<file path="config.mk">
export PLATFORM = sky130hd
export DESIGN_NAME = pattern_history_table
export DESIGN_NICKNAME = d
export VERILOG_FILES = /design/src/rtl/pattern_history_table.sv
export SDC_FILE = /design/constraint.sdc
export NUM_CORES = 1
export LEC_CHECK = 0
export ABC_AREA = 1
export CAP_MARGIN = 10
export CELL_PAD_IN_SITES_DETAIL_PLACEMENT = 1
export CELL_PAD_IN_SITES_GLOBAL_PLACEMENT = 1
export CORE_ASPECT_RATIO = 2
export CORE_MARGIN = 3
export CORE_UTILIZATION = 45
export DETAILED_ROUTE_END_ITERATION = 7
export HOLD_SLACK_MARGIN = 0.03
export PLACE_DENSITY_LB_ADDON = 0.25
export SYNTH_ARGS = -nofsm -noshare
export SYNTH_HDL_FRONTEND = slang
export SYNTH_SLANG_ARGS = --single-unit
</file>
<file path="constraint.sdc">
create_clock -name clk -period 8.9 [get_ports clk]
set_clock_uncertainty 0.15 [all_clocks]
set_input_delay 0.89 -clock clk [delete_from_list [all_inputs] [get_ports clk]]
set_output_delay 0.89 -clock clk [all_outputs]
set_load 0.01 [all_outputs]
</file>
<file path="src/rtl/pattern_history_table.sv">
// Gshare pattern history table: 2^(G_WIDTH+1) two-bit saturating counters with
// a self-initialising sweep after reset. Define PHT_BYPASS_EN to forward a
// same-edge update into the lookup result.
module pattern_history_table #(
  parameter int         G_WIDTH    = 7,
  parameter logic [1:0] INIT_STATE = 2'b01
) (
  input  logic             clk,
  input  logic             reset_n,
  input  logic             rdEn,
  input  logic [G_WIDTH:0] rdIndex,
  input  logic             wrEn,
  input  logic [G_WIDTH:0] wrIndex,
  input  logic             wrTaken,
  output logic             ready,
  output logic             predValid,
  output logic             predTaken
);

  localparam int DEPTH = 2 ** (G_WIDTH + 1);

  typedef enum logic {
    ST_INIT  = 1'b0,
    ST_READY = 1'b1
  } state_e;

  state_e           state_q, state_d;
  logic [G_WIDTH:0] ptr_q, ptr_d;
  logic             pred_valid_q, pred_valid_d;
  logic             pred_taken_q, pred_taken_d;

  logic [1:0]       table_mem [DEPTH];

  logic             mem_we;
  logic [G_WIDTH:0] mem_waddr;
  logic [1:0]       mem_wdata;
  logic [1:0]       wr_next;
  logic [1:0]       rd_cnt;
  logic             accept_rd;
  logic             accept_wr;

  function automatic logic [1:0] sat_update(input logic [1:0] cnt, input logic taken);
    if (taken) return (cnt == 2'b11) ? cnt : cnt + 2'd1;
    else       return (cnt == 2'b00) ? cnt : cnt - 2'd1;
  endfunction

  assign accept_rd = (state_q == ST_READY) && rdEn;
  assign accept_wr = (state_q == ST_READY) && wrEn;
  assign wr_next   = sat_update(table_mem[wrIndex], wrTaken);

  always_comb begin
    // NOTE: every always_comb output gets a default first so no path infers a latch.
    state_d      = state_q;
    ptr_d        = ptr_q;
    pred_valid_d = accept_rd;
    pred_taken_d = pred_taken_q;
    rd_cnt       = table_mem[rdIndex];
`ifdef PHT_BYPASS_EN
    if (accept_wr && (wrIndex == rdIndex)) rd_cnt = wr_next;
`endif
    if (accept_rd) pred_taken_d = rd_cnt[1];

    unique case (state_q)
      ST_INIT: begin
        ptr_d = ptr_q + 1'b1;
        if (&ptr_q) state_d = ST_READY;
      end
      ST_READY: state_d = ST_READY;
      default:  state_d = ST_INIT;
    endcase
  end

  // Reset gates the write so an update racing a reset assertion is dropped.
  always_comb begin
    mem_we    = 1'b0;
    mem_waddr = wrIndex;
    mem_wdata = wr_next;
    if (reset_n) begin
      if (state_q == ST_INIT) begin
        mem_we    = 1'b1;
        mem_waddr = ptr_q;
        mem_wdata = INIT_STATE;
      end else if (accept_wr) begin
        mem_we = 1'b1;
      end
    end
  end

  // NOTE: the counter array has no reset; the INIT sweep defines its contents,
  // which keeps it mappable to plain RAM.
  always_ff @(posedge clk) begin
    if (mem_we) table_mem[mem_waddr] <= mem_wdata;
  end

  // NOTE: sequential state uses non-blocking assignments only, so every
  // register samples pre-edge values regardless of process ordering.
  always_ff @(posedge clk or negedge reset_n) begin
    if (!reset_n) begin
      state_q      <= ST_INIT;
      ptr_q        <= '0;
      pred_valid_q <= 1'b0;
      pred_taken_q <= 1'b0;
    end else begin
      state_q      <= state_d;
      ptr_q        <= ptr_d;
      pred_valid_q <= pred_valid_d;
      pred_taken_q <= pred_taken_d;
    end
  end

  assign ready     = (state_q == ST_READY);
  assign predValid = pred_valid_q;
  assign predTaken = pred_taken_q;

endmodule

</file>
==> results of run 1 <==
[stage by stage]
| stage | util (%) | power [mW] | area (um2) | cells | hold slack [ns] |
|---|---|---|---|---|---|
| 6_report | 49.53 | 5.492 | 27000 | 3270 | 0.3532 |
| 5_1_grt | 49.53 | 5.647 | 27000 | 3270 | 0.3826 |
| 4_1_cts | 49.53 | 5.508 | 27000 | 3270 | 0.3651 |
| 3_5_place_dp | 46.51 | 3.319 | 25350 | 3185 | 0.3378 |
| 3_3_place_gp | 46.51 | 3.303 | 25350 | 3185 | 0.3159 |
| 2_1_floorplan | - | 3.122 | 24860 | 2649 | 0.3280 |
[registers in the layout, indices dropped and copies added (netlist names)]
name,count
predTaken,1
predValid,1
ptr_q,8
ready,1
table_mem,512
[worst reg2reg max path, stage by stage (launching register included)]
cell,delay (ns)
dfrtp_1,0.47
nor2_2,0.32
inv_2,0.22
nand2_1,0.14
o21ai_2,0.10
nor2_1,0.35
nand2_1,0.54
nor3_1,0.99
[logic make-up (layout without fill, tap and decap cells)]
family	after synthesis	after routing	share of synthesized area (%)
compound gates	177	177	3.876
buf+inv	260	205	4.405
fa+ha+maj	1	1	0.05033
flops	523	523	62.97
xor+xnor	6	6	0.2115
simple gates	1682	1682	28.49
[path summary, 6_finish.rpt]
path | slack (ns) | to | depth (start not counted) | startpoint
worst min-delay path | 0.35 | predTaken | 2 | predTaken
worst max register to register | 5.27 | table_mem[184][0] | 7 | ready
min in group asynchronous | 0.52 | ptr_q[1] | 1 | reset_n
worst min register to register | 0.35 | predTaken | 2 | predTaken
worst max-delay path | 3.52 | table_mem[247][0] | 16 | wrIndex[0]
max in group asynchronous | 7.68 | ptr_q[5] | 1 | reset_n
[synthesized netlist by cell type, drive strengths merged, types with 11 or more instances]
library cell | instances | share of area [%]
o22ai | 47 | 1.2
a21oi | 13 | 0.26
dfrtp | 11 | 1.1
o21ai | 116 | 2.4
clkbuf | 87 | 1.3
nand2 | 700 | 11
edfxtp | 512 | 62
buf | 109 | 2.1
nor2 | 381 | 5.8
nand3 | 595 | 12
inv | 60 | 0.91
[per-layer routing]
metal  up-vias  track usage [%]  share of wire [%]
met5         -                0                  0
met4         0            24.98                9.8
met3       430            4.977                6.6
met2       933            53.82                 50
met1     10400            33.82                 33
li1       8915                -                  -
[final cells by class]
| class | instances | area, um2 |
|---|---|---|
| Clock buffer | 56 | 1252 |
| Clock inverter | 29 | 396.6 |
| Fill cell | 6141 | 27510 |
| Inverter | 64 | 252.7 |
| Multi-Input combinational cell | 1866 | 8125 |
| Sequential cell | 523 | 15650 |
| Tap cell | 676 | 845.8 |
| Timing Repair Buffer | 56 | 474.2 |
[power by group through the flow]
stage / logic (mW) / clock network [mW] / registers, mW
after detailed placement: 0.514 / 0 / 2.81
after global placement: 0.498 / 0 / 2.80
after floorplan: 0.298 / 0 / 2.82
after global routing: 0.560 / 2.34 / 2.75
after CTS: 0.517 / 2.24 / 2.75
final: 0.525 / 2.22 / 2.75
==> reports/results.ini, run 1 <==
[run_status]
status = finished, final reports clean

[routing]
drt_iter0_drc = 2076
wl_um = 92430
vias = 20680
drt-wirelength-per-cell_um = 28.27
firstDrtPassIters = 5
drc = 0
viasPerCell = 6.323
ant_nets = 0

[synth]
synth_fp_nets = 2671
synthDistinctLibCells = 25
async_reset_ff_share_pct = 2.103
syn_avg_cell_area_um2 = 9.383
ys_seq_elements = 523
ys_seq_area_share_pct = 62.97
synth_edf_count = 512
yosys_warnings = 0
synth_ff_type = edfxtp_1
syn_area_um2 = 24860
synthCells = 2649

[critical_path]
path_cells = clkbuf_8 > inv_8 > buf_4 > nand2_1 > nand3_1 > nand3_1 > nand3_1 > nand3_1 > nand2_1 > nand2_1 > nand3_1 > nand3_1 > nand3b_1 > nand3_1 > nand2_4 > buf_4
cp.required_ns = 9.02
cp_max_fo = 178
crit_path_start_kind = input pin
end_kind = flop
cpMaxStageDelayCell = inv_8
crit_family = buffers and inverters
cp_num_buf_inv = 4
max_stage_delay_ns = 0.97
cp.arrival_ns = 5.50
cp_common_cell = nand3_1
critical_path_class = in -> reg

[global_routing]
gr-usage-all-layers_pct = 31.47
grt_pass1_vias = 22300
grt_start_max_net_pins = 181
grt_overflow = 0
grt_antenna_before_repair = 0
grt_pass1_wl_um = 135100

[floorplanning]
die_area_um2 = 58260
core_area_um2 = 54500
die_w_um = 172.2
rows = 121
die_height_um = 338.4
start_util_pct = 45.60
ioPinCount = 24

[clock_network]
clk_pin_slew_ns = 0.07
cts_setup_buffers = 0
cts.repair.resized = 0
clock_latency_ns = 0.59
cts_hold_buf = 0
clockBufferDepth = 3
htreeDepth = 2
numCtsBuffers = 47
cts_tree = yes
root_buffer = clkbuf_16
clock-sinks = 523

[layout]
layout_common_cells = nand2_1, nand3_1, edfxtp_1
layout-drive-gt1-share_pct = 4.973
layout_commonest_cell = nand2_1
nNetsFinal = 2580
antenna_cells = 0
syn_to_final_growth_pct = 8.618

[placed_design]
dp_slack_ns = 2.972
portBuffers = 23
gp_congestion = 0.9210
dp_hpwl_um = 54300

[power]
p_leak_nw = 9.402
combPwrFrac_pct = 9.6
p_int_mw = 4.152
p_switching_mw = 1.341
seq_power_share_pct = 50.1
switching_share_pct = 24.41
clkPwrFrac_pct = 40.3
ir_worst_vdd_v = 0.0001432
powerDensity_nw_per_um2 = 203.4

[timing]
tns_ns = 0
max_slew_margin_pct = 9.270
worst_pin_slew_ns = 1.358
setup_viol_count_final = 0
worst_slack_ns = 3.523
fin_crit_ns = 5.377
fmax_mhz = 186.0
rsz0062_at_grt = no
fin_crit_sh_pct = 60.42
hold_viol = 0
slew_viol_final = 0

[hold_path]
hp-class = reg -> reg

[job]
drv_cap = 0

No activity file was read; power rests on OpenSTA's default activity.
==> inputs of run 2 (changes only) <==
Settings changed: CORE_UTILIZATION 45 to 50.
Clock period 8.9 ns to 5 ns, I/O delays scaled along.
==> run 2 against run 1 <==
Count of clock-buffer cells in the layout decreased by 8; first-iteration DRC count is 4.3% lower; register-to-register slack worse by 3.8 ns; via count up 0.88%; combinational power rose by 82%; critical path depth unchanged; routed wire length fell by 2.3%.
==> reports/results.ini, run 2 (same netlist as run 1, synthesis figures left out) <==
[routing]
ant_nets = 0  ; unchanged
drc = 0  ; unchanged
drt-wirelength-per-cell_um = 27.76  ; was 28.27 um
drt_iter0_drc = 1987  ; was 2076
firstDrtPassIters = 5  ; unchanged
vias = 20860  ; was 20680
viasPerCell = 6.411  ; was 6.323
wl_um = 90290  ; was 92430 um

[layout]
top_regs = table_mem: 512 flops, ptr_q: 8 flops  ; unchanged
final_cell_count_no_fill = 3253  ; was 3270
layout-drive-gt1-share_pct = 5.711  ; was 4.973%
postLayoutCellArea_um2 = 27180  ; was 27000 um2
nNetsFinal = 2595  ; was 2580
layout_commonest_cell = nand2_1  ; unchanged
top_register = table_mem  ; unchanged
largest_reg_flops = 512  ; unchanged
syn_to_final_growth_pct = 9.363  ; was 8.618%
fin_util_pct = 55.24  ; was 49.53%
seq_area_um2 = 15650  ; unchanged
layout_common_cells = nand2_1, nand3_1, edfxtp_1  ; unchanged
multiInputGateArea_um2 = 8134  ; was 8125 um2
fillers = 5524  ; was 6141

[clock_network]
cts.repair.resized = 0  ; unchanged
cts_setup_buffers = 0  ; unchanged
cts_hold_buf = 0  ; unchanged
numCtsBuffers = 45  ; was 47
clockBufferDepth = 3  ; unchanged
clock-sinks = 523  ; unchanged
clk_pin_slew_ns = 0.07  ; about the same
clock_latency_ns = 0.60  ; was 0.59 ns
htreeDepth = 2  ; unchanged
cts_tree = yes  ; unchanged
root_buffer = clkbuf_16  ; unchanged

[placed_design]
dp_slack_ns = 0.7475  ; was 2.972 ns
gp_congestion = 0.9303  ; was 0.9210
portBuffers = 23  ; unchanged
dp_hpwl_um = 55280  ; was 54300 um
dpl.cell_count = 3169  ; was 3185
dpl-instance-area_um2 = 25580  ; was 25350 um2

[power]
p_total_mw = 9.710  ; was 5.492 mW
powerDensity_nw_per_um2 = 357.2  ; was 203.4 nW/um2
p_leak_nw = 9.514  ; was 9.402 nW
ir_worst_vdd_v = 0.0002754  ; was 0.0001432 V

[global_routing]
grt_overflow = 0  ; unchanged
grt_antenna_before_repair = 0  ; unchanged
grt_start_max_net_pins = 193  ; was 181
grt_pass1_wl_um = 132600  ; was 135100 um
grt_pass1_vias = 22410  ; was 22300
gr-usage-all-layers_pct = 34.14  ; was 31.47%

[critical_path]
critical_path_class = in -> reg  ; unchanged
critical_path.startpoint = wrIndex[0]  ; unchanged
cp_max_fo = 192  ; was 178
cp.arrival_ns = 4.05  ; was 5.50 ns
end_kind = flop  ; unchanged
cp-endpoint = table_mem[127][1]  ; was table_mem[247][0]
reg2regPathDepth = 11  ; was 7
r2r_setup_slack_ns = 1.48  ; was 5.27 ns
crit_path_start_kind = input pin  ; unchanged
timing.rr.start = ready  ; unchanged
cp.required_ns = 5.10  ; was 9.02 ns
reg2reg_to = table_mem[6][1]  ; was table_mem[184][0]

[timing]
worst_slack_ns = 1.050  ; was 3.523 ns
holdWs_ns = 0.05644  ; was 0.3532 ns
setup_viol_count_final = 0  ; unchanged
hold_viol = 0  ; unchanged
fin_crit_ns = 3.950
fin_crit_sh_pct = 78.99
slew_viol_final = 0  ; unchanged
fmax_mhz = 253.2
max_slew_margin_pct = 16.02  ; was 9.270%
tns_ns = 0  ; unchanged
worst_pin_slew_ns = 1.257  ; was 1.358 ns
rsz0062_at_grt = no  ; unchanged

[floorplanning]
start_util_pct = 50.51  ; was 45.60%
rows = 115  ; was 121
die_height_um = 321.3  ; was 338.4 um
die_area_um2 = 52580  ; was 58260 um2
die_w_um = 163.7  ; was 172.2 um
core_area_um2 = 49210  ; was 54500 um2
ioPinCount = 24  ; unchanged

[hold_path]
hp-class = in -> async  ; was reg -> reg

[run_status]
status = finished, final reports clean  ; unchanged

[job]
drv_cap = 0  ; unchanged

[run 2: cell types whose count changed in the layout (fill, tap and decap cells not counted)]
cell       before  now
clkbuf_16      49   47
bufinv_16      10    9
clkinv_4        2    3
buf_12          1   12
clkinv_1       12   13
inv_6           0    4
clkinv_2        6    7
diode_2         0    1
nand2_4         1    0
clkbuf_1        7    1
nand2_8         0    1
buf_4          34   40
[run 2: worst min path at each step]
stage | startpoint | to | cells past startpoint
CTS | reset_n | ready | 2
global placement | predTaken | predTaken | 2
finish | reset_n | ptr_q[7] | 2
global route | reset_n | ptr_q[6] | 2
floorplan | reset_n | predTaken | 0
detailed placement | predTaken | predTaken | 2
[run 2: power by group]
| group | switching, mW | internal [mW] | total [mW] |
|---|---|---|---|
| Combinational | 0.742 | 0.215 | 0.957 |
| Clock | 1.67 | 2.19 | 3.86 |
| Sequential | 0.00243 | 4.89 | 4.90 |
[run 2: area by class of cell]
type / instances / share of cell area, %
Multi-Input combinational cell: 1866 / 29.92
Inverter: 64 / 0.9298
Clock buffer: 48 / 4.341
Tap cell: 643 / 2.960
Timing Repair Buffer: 73 / 2.720
Clock inverter: 35 / 1.542
Antenna cell: 1 / 0.009206
Sequential cell: 523 / 57.57
[run 2: worst max-delay path, cell delays in order]
cell and delay (ns):
clkbuf_8 0.24, inv_8 0.40, buf_4 0.49, nand2_1 0.13, nand3_1 0.11, nand3_1 0.13, nand3_1 0.29, nand3_1 0.11
nand2_1 0.14, nand2_1 0.08, nand3_1 0.09, nand3_1 0.12, nand2_1 0.11, a21oi_1 0.07, nor2_4 0.14, buf_12 0.54
[run 2: routing by layer]
layer / GRT usage (%) / routed length [um]
met5: 0 / 0
met4: 29.31 / 9316
met3: 4.575 / 5926
met2: 58.18 / 44830
met1: 36.82 / 30220
